## src/rtl/jtag_tap_ctrl.sv

```systemverilog
// JTAG TAP controller: oversamples TCK/TMS/TDI on i_clk, runs the 16-state TAP machine,
// and steers IR/BYPASS/IDCODE/BSR shifting with TDO updated on TCK falling edges.
module jtag_tap_ctrl #(
    parameter logic [31:0] P_IDCODE = 32'h5249_5343
) (
    input  logic       i_clk,
    input  logic       i_rst,
    input  logic       i_jtagTCK,
    input  logic       i_jtagTMS,
    input  logic       i_jtagTDI,
    output logic       o_jtagTDO,
    output logic       o_bsrShiftIn,
    input  logic       i_bsrShiftOut,
    output logic       o_bsrDoShift,
    output logic       o_bsrCanDrive,
    output logic [3:0] o_tapState
);

    typedef enum logic [3:0] {
        TLR, RTI, SEL_DR, CAP_DR, SH_DR, EX1_DR, PAUSE_DR, EX2_DR, UPD_DR,
        SEL_IR, CAP_IR, SH_IR, EX1_IR, PAUSE_IR, EX2_IR, UPD_IR
    } tapState_t;

    localparam logic [3:0] IR_SAMPLE = 4'h1;
    localparam logic [3:0] IR_EXTEST = 4'h2;
    localparam logic [3:0] IR_IDCODE = 4'h3;

    tapState_t   state, nextState;
    logic [1:0]  tckSync, tmsSync, tdiSync;
    logic        tckHist;
    logic        tckRise, tckFall, tms, tdi;
    logic [3:0]  ir, irShift;
    logic [31:0] idShift;
    logic        bypassReg;
    logic        bsrSel;

    assign tckRise      = tckSync[1] & ~tckHist;
    assign tckFall      = ~tckSync[1] & tckHist;
    assign tms          = tmsSync[1];
    assign tdi          = tdiSync[1];
    assign bsrSel       = (ir == IR_SAMPLE) || (ir == IR_EXTEST);
    assign o_bsrShiftIn = tdi;
    assign o_tapState   = state;
    assign o_bsrDoShift = tckRise && (state == SH_DR) && bsrSel;

    always_comb begin
        nextState = state;
        case (state)
            TLR:      nextState = tms ? TLR    : RTI;
            RTI:      nextState = tms ? SEL_DR : RTI;
            SEL_DR:   nextState = tms ? SEL_IR : CAP_DR;
            CAP_DR:   nextState = tms ? EX1_DR : SH_DR;
            SH_DR:    nextState = tms ? EX1_DR : SH_DR;
            EX1_DR:   nextState = tms ? UPD_DR : PAUSE_DR;
            PAUSE_DR: nextState = tms ? EX2_DR : PAUSE_DR;
            EX2_DR:   nextState = tms ? UPD_DR : SH_DR;
            UPD_DR:   nextState = tms ? SEL_DR : RTI;
            SEL_IR:   nextState = tms ? TLR    : CAP_IR;
            CAP_IR:   nextState = tms ? EX1_IR : SH_IR;
            SH_IR:    nextState = tms ? EX1_IR : SH_IR;
            EX1_IR:   nextState = tms ? UPD_IR : PAUSE_IR;
            PAUSE_IR: nextState = tms ? EX2_IR : PAUSE_IR;
            EX2_IR:   nextState = tms ? UPD_IR : SH_IR;
            UPD_IR:   nextState = tms ? SEL_DR : RTI;
            default:  nextState = TLR;
        endcase
    end

    always_ff @(posedge i_clk or posedge i_rst) begin
        if (i_rst) begin
            tckSync       <= '0;
            tmsSync       <= '0;
            tdiSync       <= '0;
            tckHist       <= 1'b0;
            state         <= TLR;
            ir            <= IR_IDCODE;
            irShift       <= '0;
            idShift       <= '0;
            bypassReg     <= 1'b0;
            o_jtagTDO     <= 1'b0;
            o_bsrCanDrive <= 1'b0;
        end else begin
            tckSync       <= {tckSync[0], i_jtagTCK};
            tmsSync       <= {tmsSync[0], i_jtagTMS};
            tdiSync       <= {tdiSync[0], i_jtagTDI};
            tckHist       <= tckSync[1];
            o_bsrCanDrive <= (ir == IR_EXTEST) && (state != TLR);

            if (tckRise) begin
                state <= nextState;
                case (state)
                    CAP_IR: irShift <= 4'b0001;
                    SH_IR:  irShift <= {tdi, irShift[3:1]};
                    CAP_DR: begin
                        idShift   <= P_IDCODE;
                        bypassReg <= 1'b0;
                    end
                    SH_DR: begin
                        if (ir == IR_IDCODE)
                            idShift <= {tdi, idShift[31:1]};
                        else if (!bsrSel)
                            bypassReg <= tdi;
                    end
                    default: ;
                endcase
                // IR loads on entry to UpdIR; irShift is idle in Ex1IR/Ex2IR so it is final here
                if (nextState == UPD_IR)
                    ir <= irShift;
                else if (nextState == TLR)
                    ir <= IR_IDCODE;
            end

            if (tckFall) begin
                case (state)
                    SH_IR:   o_jtagTDO <= irShift[0];
                    SH_DR: begin
                        if (bsrSel)
                            o_jtagTDO <= i_bsrShiftOut;
                        else if (ir == IR_IDCODE)
                            o_jtagTDO <= idShift[0];
                        else
                            o_jtagTDO <= bypassReg;
                    end
                    default: o_jtagTDO <= 1'b0;
                endcase
            end
        end
    end

endmodule
```

## config.mk

```make
export PLATFORM = sky130hd
export DESIGN_NAME = jtag_tap_ctrl
export DESIGN_NICKNAME = d
export VERILOG_FILES = /design/src/rtl/jtag_tap_ctrl.sv
export SDC_FILE = /design/constraint.sdc
export NUM_CORES = 1
export LEC_CHECK = 0
export BUFFER_PORTS_ARGS = -buffer_cell sky130_fd_sc_hd__buf_2
export CAP_MARGIN = 20
export CORE_UTILIZATION = 50
export DETAILED_ROUTE_END_ITERATION = 8
export GPL_ROUTABILITY_DRIVEN = 1
export GPL_TIMING_DRIVEN = 1
export PLACE_DENSITY = 0.78
export SKIP_CTS_REPAIR_TIMING = 1
export SLEW_MARGIN = 20
export SYNTH_ARGS = -nofsm -noshare
export SYNTH_HDL_FRONTEND = slang
export SYNTH_SLANG_ARGS = --single-unit
```

## constraint.sdc

```tcl
create_clock -name i_clk -period 2.4 [get_ports i_clk]
set_input_delay 0.48 -clock i_clk [delete_from_list [all_inputs] [get_ports i_clk]]
set_output_delay 0.48 -clock i_clk [all_outputs]
set_load 0.005 [all_outputs]
```

==> results of run 1 <==
-- through the flow --
| stage | util, % | instance area, µm² |
|---|---|---|
| finish | 57.7 | 2760 |
| global route | 57.7 | 2760 |
| CTS | 57.7 | 2760 |
| detailed placement | 55.6 | 2660 |
| global placement | 55.6 | 2660 |
| floorplan | - | 2530 |
-- cell families (layout without fill, tap and decap cells) --
group,Yosys count,in the layout
compound gates,38,38
xor+xnor,2,2
buf+inv,43,57
flops,54,54
mux,32,32
simple gates,68,68
-- registers in the layout, indices dropped and copies added, names as in the netlist, 2 cells and up --
register,cells
idShift,32
irShift,4
ir,4
o_tapState,4
tckSync,2
tdiSync,2
tmsSync,2
-- report_power, final --
part           switching, mW  internal [mW]  leakage [nW]
Clock                  0.296          0.238        0.0478
Sequential             0.239           1.14         0.678
Combinational          0.525          0.514         0.405
-- metal layers --
metal / vias to the layer above / global-route usage (%) / wire, µm
li1: 826 / - / -
met1: 772 / 25.8 / 2080
met2: 26 / 24.9 / 1800
met3: 2 / 5.11 / 156
met4: 0 / 6.10 / 31
met5: - / 0 / 0
-- critical path, stage by stage, from the launching register on --
cell and delay (ns):
dfrtp_1 0.65, nor4b_4 0.32, and3_1 0.21, buf_2 0.11
-- cell type report --
class                           count  area (µm²)  share of cell area, %
Clock inverter                      2        16.3                  0.589
Inverter                           29         109                   3.94
Timing Repair Buffer               20         130                   4.71
Clock buffer                        6        82.6                   2.99
Multi-Input combinational cell    140         985                   35.7
Sequential cell                    54        1350                   49.0
Tap cell                           67        83.8                   3.04
-- cells in the mapped netlist, drive strengths merged (2+ instances only) --
cell,instances
mux2i,20
o21ai,10
a31oi,4
a22oi,3
a21boi,2
nand2b,5
a22o,2
xnor2,2
nor3,3
nor4b,2
o22ai,4
dfstp,2
nor2,4
nand2,36
or2,2
inv,29
a21oi,3
nor2b,4
nand3,4
dfrtp,52
a2bb2oi,2
mux2,12
clkbuf,5
o211ai,2
buf,9
-- worst paths after layout --
check | start | to
worst max-delay path | o_tapState[2]$_DFFE_PP0P_ | o_bsrDoShift
worst min-delay path | i_rst | idShift[27]$_DFFE_PP0P_
worst max register to register | o_tapState[2]$_DFFE_PP0P_ | idShift[8]$_DFFE_PP0P_
worst min register to register | tdiSync[0]$_DFF_PP0_ | tdiSync[1]$_DFF_PP0_
max in group asynchronous | i_rst | ir[0]$_DFFE_PP1P_
min in group i_clk | i_jtagTCK | tckSync[0]$_DFF_PP0_
==> flow_summary.toml, run 1 <==
[run_status]
status = "completed"

[die]
io-pin-count = 14
die_x_um = 73.1
fp.dieH_um = 73.1
core_area_um2 = 4790
die_area_um2 = 5350
start_util_pct = 52.8
rows = 25

[sta]
holdWs_ns = 0.131
final.min_clock_period_ns = 2.08
worstMarginPinSlew_ns = 0.480
period_share_pct = 86.7
rsz0062_at_grt = "false"
hold_viol = 0
drv_slew = 0
slew_headroom_pct = 67.7
fin_ws_ns = 0.320
fmax_mhz = 481
fin_skew_ns = 0.00552
setup_viol = 0
tns_ns = 0

[worst_setup_path]
critPathArrivalTime_ns = 1.60
r2r_slack_ns = 0.47
reg2reg_depth = 5
path_class = "reg2out"
cp_max_fo = 16
required_ns = 1.92
startpoint_type = "flop"
cp-end-kind = "primary output"

[grt]
grt_overflow = 0
antenna_found_initial = 0
grt_pass1_wl_mm = 7.05
grt_max_degree = 33
grt_use_total_pct = 17.6
first_global_vias = 1500

[clocking]
cts_inserted_buffers = 5
cts_max_path_buffers = 2
clock-root-buffer = "clkbuf_8"
cts.sinks = 54
clk_pin_slew_ns = 0.10
cts-htree-levels = 2
cts_tree = "done"
clkLatencyLatePin_ns = 0.31

[route]
drtIter0Drc = 173
vias = 1626
post-route-drc-count = 0
avgViaCountPerCell = 5.11
detail-route-antenna-nets = 0
routed_wl_mm = 4.06
wl_per_cell_um = 12.8
first_pass_iters = 4

[yosys]
syn_inst = 237
synthesis.area_um2 = 2530
synth-xor-area-share_pct = 0.693
synth_top_area_share_pct = 51.5
synth_area_leaders = "dfrtp_1 (51%), mux2i_1 (7.9%), nand2_1 (5.3%), mux2_2 (5.3%), inv_1 (4.3%)"
async_reset_ff_share_pct = 100
synth_compound_area_share_pct = 10.1
syn_nets = 243
seq_area_frac_synth_pct = 53.5
ys_ff_latch = 54
synth_mux_area_share_pct = 13.3
synthAdderAreaFrac_pct = 0
ys_types = 45
synthSimpleGateAreaFrac_pct = 14.9
synth_area_leader_cell = "dfrtp_1"
synth_warnings = 0
synth-main-ff-cell = "dfrtp_1"
avgSynthCellArea_um2 = 10.7
synth_edf_count = 0
synth_top_family_by_area = "simple AND/OR/NAND/NOR gates"

[final_layout]
area_growth_syn_to_layout_pct = 9.15
drive_above_1_share_pct = 20.3
instances_no_fill = 318
antenna_cells = 0
fill_cells = 405
layout_common_cells = "dfrtp_1 (52), nand2_1 (36), inv_1 (28), mux2i_1 (20), buf_2 (13)"
finalNetCount = 256
final_common_cell = "dfrtp_1"

[job]
cap_violations = 0

[pwr]
p_leak_nw = 1.13
ir_drop_v = 0.000518
p_total_mw = 2.96
p_per_area_nw_per_um2 = 1070

[placed_design]
dp_cells = 310
dp_slack_ns = 0.499
gp_congestion = 0.898
dp_hpwl_mm = 2.81
io_buffers = 13

[hold_path]
hp-class = "in2async"
Note: power is estimated with default switching activity, not from simulation.
==> run 2: changes to the inputs <==
--- a/config.mk
+++ b/config.mk
@@ -10,8 +10,9 @@
 export CORE_UTILIZATION = 50
 export DETAILED_ROUTE_END_ITERATION = 8
 export GPL_ROUTABILITY_DRIVEN = 1
-export GPL_TIMING_DRIVEN = 1
+export GPL_TIMING_DRIVEN = 0
 export PLACE_DENSITY = 0.78
+export REMOVE_ABC_BUFFERS = 1
 export SKIP_CTS_REPAIR_TIMING = 1
 export SLEW_MARGIN = 20
 export SYNTH_ARGS = -nofsm -noshare
==> flow_summary.toml, run 2 (synthesized netlist as in run 1, its figures left out) <==
[clocking]
cts_max_path_buffers = 2
clkLatencyLatePin_ns = 0.31
cts_tree = "done"
clock-root-buffer = "clkbuf_8"
cts_inserted_buffers = 5
cts-htree-levels = 2
cts.sinks = 54
clk_pin_slew_ns = 0.10

[grt]
grt_use_total_pct = 17.3
grt_pass1_wl_mm = 7.07
grt_overflow = 0
antenna_found_initial = 0
grt_max_degree = 55
first_global_vias = 1525

[die]
io-pin-count = 14
die_x_um = 73.1
rows = 25
core_area_um2 = 4790
fp.dieH_um = 73.1
die_area_um2 = 5350
start_util_pct = 52.8

[route]
detail-route-antenna-nets = 0
wl_met1_mm = 1.98
avgViaCountPerCell = 5.16
wl_per_cell_um = 12.9
drtIter0Drc = 126
top_layer = "met4"
wl_met2_mm = 1.87
first_pass_iters = 4
route.met3.wl_um = 178
routed_wl_mm = 4.06
vias = 1626
post-route-drc-count = 0

[final_layout]
layout_common_cells = "dfrtp_1 (50), nand2_1 (36), inv_1 (28), mux2i_1 (20), buf_2 (13)"
finalNetCount = 254
drive_above_1_share_pct = 20.2
area_growth_syn_to_layout_pct = 9.50
largest_register_ffs = 32
final_common_cell = "dfrtp_1"
antenna_cells = 0
largest-register = "idShift"
fill_cells = 400
final_cell_area_um2 = 2770

[worst_setup_path]
path_class = "reg2reg"
required_ns = 2.60
reg2reg_depth = 6
r2r_slack_ns = 0.16
cp_max_fo = 14
timing.rr.end = "idShift[25]$_DFFE_PP0P_"
cp-startpoint = "ir[0]$_DFFE_PP1P_"
critPathArrivalTime_ns = 2.44
r2r-start = "ir[0]$_DFFE_PP1P_"
cp-end-kind = "flop"
startpoint_type = "flop"
crit_end = "idShift[25]$_DFFE_PP0P_"

[sta]
setup_viol = 0
period_share_pct = 93.3
hold_viol = 0
rsz0062_at_grt = "false"
worstMarginPinSlew_ns = 0.641
slew_headroom_pct = 57.2
drv_slew = 0
fmax_mhz = 447
fin_skew_ns = 0.0153
final.min_clock_period_ns = 2.24

[pwr]
ir_drop_v = 0.000500
p_leak_nw = 1.13
p_total_mw = 2.93
p_per_area_nw_per_um2 = 1060

[placed_design]
io_buffers = 13
placed_cell_area_um2 = 2680
gp_congestion = 0.833
dp_hpwl_mm = 2.76

[run_status]
status = "completed"

[job]
cap_violations = 0

[hold_path]
hp-class = "in2async"
-- run 2: changes by cell type in the layout (fill, tap and decap cells not counted), sizes merged --
cell / change
buf: -2
clkbuf: -1
clkinv: +1
clkinvlp: -1
-- run 2: final cells by class --
| class | count | area, µm² | share of cell area [%] |
|---|---|---|---|
| Timing Repair Buffer | 18 | 150 | 5.42 |
| Clock buffer | 5 | 68.8 | 2.49 |
| Tap cell | 67 | 83.8 | 3.03 |
| Multi-Input combinational cell | 140 | 985 | 35.6 |
| Inverter | 29 | 111 | 4.02 |
| Sequential cell | 54 | 1360 | 49.0 |
| Clock inverter | 2 | 13.8 | 0.497 |
-- run 2: worst min-delay path by stage --
stage | start | end | depth (start not counted)
6_report | i_rst | idShift[18]$_DFFE_PP0P_ | 2
5_1_grt | i_jtagTDI | tdiSync[0]$_DFF_PP0_ | 1
4_1_cts | i_jtagTDI | tdiSync[0]$_DFF_PP0_ | 1
3_5_place_dp | tmsSync[0]$_DFF_PP0_ | tmsSync[1]$_DFF_PP0_ | 0
3_3_place_gp | tmsSync[0]$_DFF_PP0_ | tmsSync[1]$_DFF_PP0_ | 0
2_1_floorplan | tckSync[0]$_DFF_PP0_ | tckSync[1]$_DFF_PP0_ | 0
-- run 2: per-stage QoR --
step	TNS (ns)	std cells	setup WS, ns	util [%]	hold slack (ns)
floorplan	-1.23	223	-0.103	-	0.331
global placement	-17.10	303	-0.531	54.2	0.332
detailed placement	0	307	0.0227	55.9	0.337
CTS	-0.133	314	-0.133	57.6	0.266
global route	0	315	0.0673	57.9	0.266
finish	0	315	0.162	57.9	0.268
-- run 2: report_power, final --
| part | internal [mW] | switching, mW |
|---|---|---|
| logic | 0.534 | 0.489 |
| registers | 1.15 | 0.273 |
| clock network | 0.202 | 0.286 |
| total | 1.88 | 1.05 |
-- run 2: layer usage --
metal	vias to the layer above	track usage, %
met5	-	0
met4	0	6.10
met3	4	4.70
met2	32	25.9
met1	774	24.2
li1	816	-
-- run 2: worst max-delay path: stages (launching register included) --
cell and delay [ns]:
dfstp_2 0.60, and4bb_4 0.27, a31oi_1 0.13, nor3_4 0.41, buf_16 0.21, buf_16 0.16, mux2_2 0.34
==> run 3: changes to the inputs <==
--- a/config.mk
+++ b/config.mk
@@ -5,6 +5,7 @@
 export SDC_FILE = /design/constraint.sdc
 export NUM_CORES = 1
 export LEC_CHECK = 0
+export ABC_AREA = 1
 export BUFFER_PORTS_ARGS = -buffer_cell sky130_fd_sc_hd__buf_2
 export CAP_MARGIN = 20
 export CORE_UTILIZATION = 50
==> flow_summary.toml, run 3 <==
[route]
post-route-drc-count = 0
wl_per_cell_um = 13.6
detail-route-antenna-nets = 0
drtIter0Drc = 104
first_pass_iters = 4
routed_wl_mm = 4.85
vias = 1951
avgViaCountPerCell = 5.50

[worst_setup_path]
cp-startpoint = "o_tapState[3]$_DFFE_PP0P_"
path_class = "reg2out"
r2r-start = "o_tapState[3]$_DFFE_PP0P_"
cp_max_fo = 32
worstPathCellList = "nor2_4, nand2_2, clkinv_8, nand2_1, inv_1, nand2_1, inv_1, buf_2"
critPathArrivalTime_ns = 1.75
cp-end-kind = "primary output"
crit_slowest_cell = "dfrtp_1"
required_ns = 1.92
cpPeakStageDelay_ns = 0.48
startpoint_type = "flop"

[final_layout]
drive_above_1_share_pct = 13.5
final_cell_area_um2 = 2720
area_growth_syn_to_layout_pct = 12.4
largest_register_ffs = 32
layout_common_cells = "nand2_1 (51), dfrtp_1 (50), inv_1 (37), nand3_1 (31), nor2_1 (29)"
finalNetCount = 308
antenna_cells = 0
largest-register = "idShift"
final_common_cell = "nand2_1"
instances_no_fill = 355

[yosys]
seq_area_frac_synth_pct = 55.9
async_reset_ff_share_pct = 100
synthesis.area_um2 = 2420
syn_inst = 286
synth_top_area_share_pct = 53.7
synth_area_leaders = "dfrtp_1 (54%), nand2_1 (7.9%), nand3_1 (6.4%), inv_1 (5.9%), o21ai_0 (5.6%)"
yosysMostFrequentCell = "dfrtp_1"
ys_types = 25
avgSynthCellArea_um2 = 8.47
synth_area_leader_cell = "dfrtp_1"
synth-main-ff-cell = "dfrtp_1"
ys_top_cells_by_count = "dfrtp_1 (52), nand2_1 (51), inv_1 (38), nand3_1 (31), nor2_1 (30)"
synth_edf_count = 0
synth_warnings = 0
ys_ff_latch = 54

[grt]
grt_overflow = 0
antenna_found_initial = 0
grt_use_total_pct = 20.5
grt_pass1_wl_mm = 8.13
first_global_vias = 1810
grt_max_degree = 34

[clocking]
cts_max_path_buffers = 2
cts-htree-levels = 2
cts.sinks = 54
clk_pin_slew_ns = 0.10
clkLatencyLatePin_ns = 0.31
clock-root-buffer = "clkbuf_8"
cts_tree = "done"
cts_inserted_buffers = 5

[sta]
period_share_pct = 92.9
rsz0062_at_grt = "false"
drv_slew = 0
worstMarginPinSlew_ns = 0.631
tns_ns = 0
setup_viol = 0
holdWs_ns = 0.181
hold_viol = 0
final.min_clock_period_ns = 2.23
fmax_mhz = 449
fin_skew_ns = 0.00889
slew_headroom_pct = 57.9

[job]
cap_violations = 0

[pwr]
p_leak_nw = 1.29
power.net_switching_mw = 1.16
clock_power_share_pct = 20.8
p_total_mw = 2.96
p_per_area_nw_per_um2 = 1090
internal_power_mw = 1.80
ir_drop_v = 0.000537
pwr-share-comb_pct = 33.7
pwr-share-seq_pct = 45.5
switching_share_pct = 39.1

[placed_design]
dp_hpwl_mm = 3.13
io_buffers = 13
gp_congestion = 0.859
placed_cell_area_um2 = 2550
dp_cells = 342

[die]
core_area_um2 = 4500
die_x_um = 71.6
rows = 24
die_area_um2 = 5120
fp.dieH_um = 71.6
start_util_pct = 53.8
io-pin-count = 14

[run_status]
status = "completed"

[hold_path]
hp-class = "in2async"
## run 3: cell count changes after synthesis, moves of 6 or more
cell	delta
nand4_1	+6
inv_1	+9
a21oi_1	+7
mux2_2	-12
nand3_1	+27
mux2i_1	-20
nand2_1	+15
nor2_1	+26
o21ai_0	+17
a31oi_1	+9
## run 3: logic make-up after synthesis
logic type	synth area share (%)
DFF	55.9
buffers and inverters	8.37
and+or+nand+nor	22.1
AOI/OAI and AO/OA	13.6
## run 3: metrics by stage
step / utilization [%] / worst slack (ns)
final: 60.4 / 0.171
after global routing: 60.4 / 0.0176
after CTS: 59.0 / -0.413
after detailed placement: 56.5 / -0.386
after global placement: 55.5 / -0.656
after floorplan: - / 0.0205
## run 3: worst max-delay path, delay by kind of cell, from the launching register on
| kind | cells | cell delay, ns |
|---|---|---|
| flops | 1 | 0.48 |
| buf+inv | 4 | 0.42 |
| simple gates | 4 | 0.53 |
## run 3: path summary, 6_finish.rpt
kind	to	slack, ns	depth (start not counted)
setup / recovery	o_bsrDoShift	0.17	8
min in group i_clk	tmsSync[0]$_DFF_PP0_	0.26	1
setup reg to reg	idShift[24]$_DFFE_PP0P_	0.30	6
hold reg to reg	tckSync[1]$_DFF_PP0_	0.36	0
max in group asynchronous	o_tapState[2]$_DFFE_PP0P_	1.69	3
hold / removal	idShift[6]$_DFFE_PP0P_	0.18	2
## run 3: metal layers
metal | GRT usage, % | part of all wire (%)
met5 | 0 | 0
met2 | 32.5 | 46
met1 | 28.2 | 49
met3 | 4.64 | 3.4
met4 | 7.41 | 1.9
## run 3: power by group through the flow
stage / Clock [mW] / Sequential [mW] / Combinational [mW]
4_1_cts: 0.621 / 1.34 / 0.952
2_1_floorplan: 0 / 1.31 / 0.696
3_3_place_gp: 0 / 1.35 / 0.912
5_1_grt: 0.656 / 1.38 / 1.13
6_report: 0.616 / 1.35 / 0.996
3_5_place_dp: 0 / 1.35 / 0.947
## run 3: cell type report
type / count / area, µm²
Sequential cell: 54 / 1360
Timing Repair Buffer: 19 / 143
Clock buffer: 5 / 68.8
Inverter: 40 / 163
Tap cell: 52 / 65.1
Clock inverter: 3 / 43.8
Fill cell: 408 / 1780
Multi-Input combinational cell: 182 / 881
